$ cat src/rtl/fm_pkg.sv
// Shared types and constants for the FM modulator / demodulator pair.
// Angles are two's-complement with full scale +/-pi; magnitudes are unsigned.
package fm_pkg;

  localparam int PHASE_W = 16;
  localparam int MAG_W   = 16;

  typedef logic signed [PHASE_W-1:0] angle_t;
  typedef logic        [MAG_W-1:0]   mag_t;

  localparam angle_t ANGLE_PI = 16'h7FFF;

  // IDLE: no sample held; RUN: emitting the held sample's beats.
  typedef enum logic {
    IDLE = 1'b0,
    RUN  = 1'b1
  } mod_state_t;

endpackage

$ cat src/rtl/fm_modulate_if.sv
// AXI-Stream channel bundle used on both sides of the modulator.
interface fm_modulate_if #(
  parameter int DATA_W = 32
);

  logic                  tvalid;
  logic                  tready;
  logic [DATA_W-1:0]     tdata;
  logic [DATA_W/8-1:0]   tstrb;
  logic                  tlast;

  modport master (
    output tvalid, tdata, tstrb, tlast,
    input  tready
  );

  modport slave (
    input  tvalid, tdata, tstrb, tlast,
    output tready
  );

endinterface

$ cat src/rtl/fm_modulate_phase_accumulator.sv
// Wrapping phase register: advances by inc when enabled and exposes the
// post-add value so the caller can register it alongside the phase.
module phase_accumulator
  import fm_pkg::*;
(
  input  logic   clk,
  input  logic   rst,
  input  logic   en,
  input  angle_t inc,
  output angle_t phase_next
);

  angle_t phase;

  // Two's-complement add drops the carry, which is exactly the 2*pi wrap.
  assign phase_next = phase + inc;

  always_ff @(posedge clk or posedge rst) begin
    if (rst) begin
      phase <= '0;
    end else if (en) begin
      phase <= phase_next;
    end
  end

endmodule

$ cat src/rtl/fm_modulate.sv
// Streaming FM modulator: each audio sample is held for INTERP beats, each
// beat advancing the phase by the scaled sample and emitting {phase, magnitude}.
module fm_modulate
  import fm_pkg::*;
#(
  parameter int   C_S00_AXIS_TDATA_WIDTH = 32,
  parameter int   C_M00_AXIS_TDATA_WIDTH = 32,
  parameter int   INTERP                 = 4,
  parameter int   K_SHIFT                = 0,
  parameter mag_t AMPLITUDE              = 16'h7FFF
) (
  input  logic          s00_axis_aclk,
  input  logic          s00_axis_areset,
  fm_modulate_if.slave  s00_axis,
  fm_modulate_if.master m00_axis
);

  localparam int               CNT_W    = (INTERP > 1) ? $clog2(INTERP) : 1;
  localparam logic [CNT_W-1:0] LAST_CNT = CNT_W'(INTERP - 1);
  localparam int               STRB_W   = C_M00_AXIS_TDATA_WIDTH / 8;

  mod_state_t       state;
  angle_t           held_inc;
  logic             held_last;
  logic [CNT_W-1:0] beat_cnt;

  logic                              m_valid_q;
  logic [C_M00_AXIS_TDATA_WIDTH-1:0] m_data_q;
  logic [STRB_W-1:0]                 m_strb_q;
  logic                              m_last_q;

  angle_t sample;
  angle_t inc_new;
  angle_t phase_next;
  logic   out_free;
  logic   last_beat;
  logic   emit;
  logic   accept;
  logic   s_ready;

  // NOTE: every signal here is assigned on every pass through the block, so no
  // latch can be inferred; any future branch must keep that property.
  always_comb begin
    sample    = angle_t'(s00_axis.tdata[PHASE_W-1:0]);
    inc_new   = sample >>> K_SHIFT;
    out_free  = !m_valid_q || m00_axis.tready;
    last_beat = (beat_cnt == LAST_CNT);
    s_ready   = (state == IDLE) || (out_free && last_beat);
    emit      = (state == RUN) && out_free;
    accept    = s00_axis.tvalid && s_ready;
  end

  phase_accumulator u_phase (
    .clk        (s00_axis_aclk),
    .rst        (s00_axis_areset),
    .en         (emit),
    .inc        (held_inc),
    .phase_next (phase_next)
  );

  // NOTE: sequential state uses non-blocking assignments only, so every
  // right-hand side reads the pre-edge value regardless of statement order.
  always_ff @(posedge s00_axis_aclk or posedge s00_axis_areset) begin
    if (s00_axis_areset) begin
      state     <= IDLE;
      beat_cnt  <= '0;
      m_valid_q <= 1'b0;
      m_data_q  <= '0;
      m_strb_q  <= '0;
      m_last_q  <= 1'b0;
    end else begin
      if (emit) begin
        m_valid_q <= 1'b1;
        m_data_q  <= C_M00_AXIS_TDATA_WIDTH'({phase_next, AMPLITUDE});
        m_strb_q  <= '1;
        m_last_q  <= held_last && last_beat;
        beat_cnt  <= last_beat ? '0 : beat_cnt + 1'b1;
      end else if (m00_axis.tready) begin
        // Beat taken and nothing new to send; tdata keeps its last value.
        m_valid_q <= 1'b0;
        m_strb_q  <= '0;
        m_last_q  <= 1'b0;
      end

      // A sample arriving on the final beat keeps RUN for back-to-back output.
      if (accept) begin
        state <= RUN;
      end else if (emit && last_beat) begin
        state <= IDLE;
      end
    end
  end

  // NOTE: the held sample is only read while in RUN, so these registers need
  // no reset; leaving it off keeps them out of the reset tree.
  always_ff @(posedge s00_axis_aclk) begin
    if (accept) begin
      held_inc  <= inc_new;
      held_last <= s00_axis.tlast;
    end
  end

  assign s00_axis.tready = s_ready;
  assign m00_axis.tvalid = m_valid_q;
  assign m00_axis.tdata  = m_data_q;
  assign m00_axis.tstrb  = m_strb_q;
  assign m00_axis.tlast  = m_last_q;

  // Sample upper bits and strobes carry no information for the modulator.
  logic unused_s00;
  assign unused_s00 = ^{s00_axis.tstrb,
                        s00_axis.tdata[C_S00_AXIS_TDATA_WIDTH-1:PHASE_W]};

endmodule

$ cat src/flat_wrapper.sv
// flat-port wrapper written by rule: the top's interface ports become plain ports
module fm_modulate_flat import fm_pkg::*;
#(
  parameter int   C_S00_AXIS_TDATA_WIDTH = 32,
  parameter int   C_M00_AXIS_TDATA_WIDTH = 32,
  parameter int   INTERP                 = 4,
  parameter int   K_SHIFT                = 0,
  parameter mag_t AMPLITUDE              = 16'h7FFF
)
  (s00_axis_aclk, s00_axis_areset, s00_axis_tvalid, s00_axis_tdata, s00_axis_tstrb, s00_axis_tlast, s00_axis_tready, m00_axis_tvalid, m00_axis_tdata, m00_axis_tstrb, m00_axis_tlast, m00_axis_tready);
  fm_modulate_if #(.DATA_W(32)) s00_axis_i ();
  fm_modulate_if #(.DATA_W(32)) m00_axis_i ();
  input  logic s00_axis_aclk;
  input  logic s00_axis_areset;
  input wire logic [$bits(s00_axis_i.tvalid)-1:0] s00_axis_tvalid;
  input wire logic [$bits(s00_axis_i.tdata)-1:0] s00_axis_tdata;
  input wire logic [$bits(s00_axis_i.tstrb)-1:0] s00_axis_tstrb;
  input wire logic [$bits(s00_axis_i.tlast)-1:0] s00_axis_tlast;
  output wire logic [$bits(s00_axis_i.tready)-1:0] s00_axis_tready;
  output wire logic [$bits(m00_axis_i.tvalid)-1:0] m00_axis_tvalid;
  output wire logic [$bits(m00_axis_i.tdata)-1:0] m00_axis_tdata;
  output wire logic [$bits(m00_axis_i.tstrb)-1:0] m00_axis_tstrb;
  output wire logic [$bits(m00_axis_i.tlast)-1:0] m00_axis_tlast;
  input wire logic [$bits(m00_axis_i.tready)-1:0] m00_axis_tready;
  assign s00_axis_i.tvalid = s00_axis_tvalid;
  assign s00_axis_i.tdata = s00_axis_tdata;
  assign s00_axis_i.tstrb = s00_axis_tstrb;
  assign s00_axis_i.tlast = s00_axis_tlast;
  assign s00_axis_tready = s00_axis_i.tready;
  assign m00_axis_tvalid = m00_axis_i.tvalid;
  assign m00_axis_tdata = m00_axis_i.tdata;
  assign m00_axis_tstrb = m00_axis_i.tstrb;
  assign m00_axis_tlast = m00_axis_i.tlast;
  assign m00_axis_i.tready = m00_axis_tready;
  fm_modulate #(.C_S00_AXIS_TDATA_WIDTH(C_S00_AXIS_TDATA_WIDTH), .C_M00_AXIS_TDATA_WIDTH(C_M00_AXIS_TDATA_WIDTH), .INTERP(INTERP), .K_SHIFT(K_SHIFT), .AMPLITUDE(AMPLITUDE)) u_core (.s00_axis_aclk(s00_axis_aclk), .s00_axis_areset(s00_axis_areset), .s00_axis(s00_axis_i), .m00_axis(m00_axis_i));
endmodule
$ cat config.mk
export PLATFORM = sky130hd
export DESIGN_NAME = fm_modulate_flat
export DESIGN_NICKNAME = d
export VERILOG_FILES = /design/src/rtl/fm_pkg.sv /design/src/rtl/fm_modulate_if.sv /design/src/rtl/fm_modulate_phase_accumulator.sv /design/src/rtl/fm_modulate.sv /design/src/flat_wrapper.sv
export SDC_FILE = /design/constraint.sdc
export NUM_CORES = 1
export LEC_CHECK = 0
export ABC_AREA = 1
export CAP_MARGIN = 20
export CORE_MARGIN = 2
export CORE_UTILIZATION = 50
export DETAILED_ROUTE_END_ITERATION = 12
export PLACE_DENSITY = 0.95
export SLEW_MARGIN = 20
export SYNTH_ARGS = -nofsm -noshare
export SYNTH_HDL_FRONTEND = slang
export SYNTH_SLANG_ARGS = --single-unit
$ cat constraint.sdc
create_clock -name s00_axis_aclk -period 3.4 [get_ports s00_axis_aclk]
set_input_delay 0.68 -clock s00_axis_aclk [delete_from_list [all_inputs] [get_ports s00_axis_aclk]]
set_output_delay 0.68 -clock s00_axis_aclk [all_outputs]
set_load 0.1 [all_outputs]
==> results.txt <==
Run status: completed
Initial DRC count: 159
CTS resizes: 0
CTS max path bufs: 2
Clock skew: 0.0118 ns
Highest clock rate: 418 MHz
Total GRT Usage: 20.2%
Relative slew slack: 39.5%
Post-synthesis sequential area ratio: 44.0%
Routability cong.: 0.816
Antenna diode count: 0
Pin slew with the least headroom to its limit: 0.906 ns
H-tree depth: 2
Syn Nets: 359
Cell taking the most area after synthesis: dfrtp_1
Hold/Removal Path Class: register to register
Syn_area_per_cell: 8.01 um2
Fillers: 401
DR pass1 iterations: 4
Hold Vio Cnt, Final: 0
CTS buffer count: 5
Placement Rows: 25
Setup repair bufs after CTS: 0
Final setup fails: 0
Top cell type's share of synthesized area: 22.8%
Sequential standard cell area: 1060 um2
CTS tree: done
DR DRC count: 0
Async SR Flop Fraction: 56.4%
Overflow left after global routing: 0
Startpoint types: primary input
Die Y: 73.4 um
Worst EP required: 2.72 ns
Clk slew on worst S/H paths: 0.07 ns
Via density: 4.92
Clk Latency, worst-skew pair: 0.30 ns
Largest net degree at the start of global routing: 24
Post-synth top cells: 111 x nand2_1, 41 x inv_1, 22 x dfrtp_1
Initial Util: 51.4%
FF+latch count, synth: 39
Top cells by area, synth: dfrtp_1 23%, edfxtp_1 21%, nand2_1 17%, ha_1 8.3%, inv_1 6.4%
Max_cap viols: 0
Met1 WL: 2.08 mm
# IOs: 80
Die area: 5390 um2
Initial antenna violation count: 0
Post-synthesis cell count: 301
CTS Hold Buffers Added: 0
EDFF count, synth: 17
Met3 routed WL: 261 um
Data arrival, critical path: 1.71 ns
Core Region: 4690 um2
Port Buf Inserts: 58
Multi-input gate area: 1020 um2
Slew Limit Fails: 0
Final cycle utilization of the critical path: 70.3%
Crit. End Element: output port
RSZ-0062 raised after global routing: false
Crit Path Class: primary input to output port
Fraction of final layout cells sized beyond drive strength 1: 15.9%
DR WL met2: 2.51 mm
Nets: 404
Synth unique cells: 28
DR vias: 1974
Synth Flop Type: dfrtp_1
Routed wire per std cell: 12.3 um
Chip width: 73.4 um
Most numerous cell in the Yosys netlist: nand2_1
Critical-path maximum fanout: 3
Setup_tns: 0 ns
Min Tclk post-route: 2.39 ns
Top Metal Used: met4
Synth-to-Final Area Change: 20.0%
Vias in the first global route: 1936
Post-DP HPWL: 3.73 mm
Final antenna-violating net count: 0
Final wirelength: 4.91 mm
CTS root buf: clkbuf_8
Num Clock Sinks: 39
Yosys warns: 0
Cell area after synthesis: 2410 um2
First-pass GRT wire length: 8.34 mm
state kept, by name, summed over array words and instances, names as in the netlist:
| signal | cells |
|---|---|
| u_core.u_phase.phase | 15 |
| u_core.held_last | 1 |
| u_core.state | 1 |
| u_core.beat_cnt | 2 |
| u_core.held_inc | 16 |
| u_core.m00_axis.tstrb | 1 |
| u_core.m00_axis.tlast | 1 |
| u_core.m00_axis.tdata | 2 |
kinds of logic after synthesis:
group,share of synthesized area [%]
adder cells (fa/ha/maj),9.13
other,0.156
XOR/XNOR,2.18
flip-flops,44.0
AND/OR/NAND/NOR,28.0
buffers and inverters,13.5
AO/OA/AOI/OAI,3.01
cells in the final DEF (no fill, tap or decap):
master,synthesis,routed
and2_4,1,1
nor3_2,1,1
nand4_1,1,1
o21a_1,1,1
xnor2_1,5,5
inv_1,41,41
nand3b_1,3,3
nand3_1,18,18
or2_0,2,2
or2_2,1,1
fa_1,1,1
nor3_1,2,2
and2_1,1,1
clkdlybuf4s50_1,0,20
conb_1,1,1
clkbuf_1,1,3
ha_1,16,16
buf_4,20,40
o21ai_0,6,6
a21oi_1,7,7
inv_2,2,2
nand2_2,5,5
clkbuf_8,0,5
dfrtp_1,22,22
or2_1,2,2
edfxtp_1,17,17
nand2_1,111,111
nor2_1,11,11
xor2_1,1,1
per-layer routing:
layer  GRT usage (%)  up-vias
li1                -     1005
met3            4.12        6
met4            5.45        0
met5               0        -
met2            36.0       47
met1            24.7      916
path summary, 6_finish.rpt:
check	from	to	slack, ns	depth (start not counted)
setup / recovery	m00_axis_tready	s00_axis_tready	1.01	6
hold / removal	u_core.beat_cnt[1]	u_core.beat_cnt[1]	0.49	2
setup reg to reg	u_core.u_phase.phase[0]	u_core.u_phase.phase[14]	1.56	10
hold reg to reg	u_core.beat_cnt[1]	u_core.beat_cnt[1]	0.49	2
max in group asynchronous	s00_axis_areset	u_core.m00_axis.tlast	1.93	2
min in group asynchronous	s00_axis_areset	u_core.u_phase.phase[2]	0.91	2
stage by stage:
stage          utilization (%)  area [um2]  setup WS [ns]  hold WS, ns  instances
2_1_floorplan                -        2410          0.978        0.447        301
3_3_place_gp              60.0        2810           1.01        0.452        393
3_5_place_dp              60.0        2810           1.00        0.474        393
4_1_cts                   61.7        2890           1.00        0.493        401
5_1_grt                   61.7        2890          0.920        0.530        401
6_report                  61.7        2890           1.01        0.494        401
worst max-delay path, cell delays in order:
cell,delay (ns)
clkdlybuf4s50_1,0.46
inv_1,0.05
nand2_1,0.08
a21oi_1,0.08
inv_1,0.08
buf_4,0.28
layout make-up:
cell class / count / share of cell area, %
multi-input combinational: 197 / 35.4
sequential: 39 / 36.7
clock buffer: 8 / 2.77
tap: 54 / 2.33
timing repair buffer: 60 / 17.3
inverter: 43 / 5.58
Power is left out: the tool's default activity adds up to more than one toggle a clock period on the data nets, which glitch-free logic cannot reach.
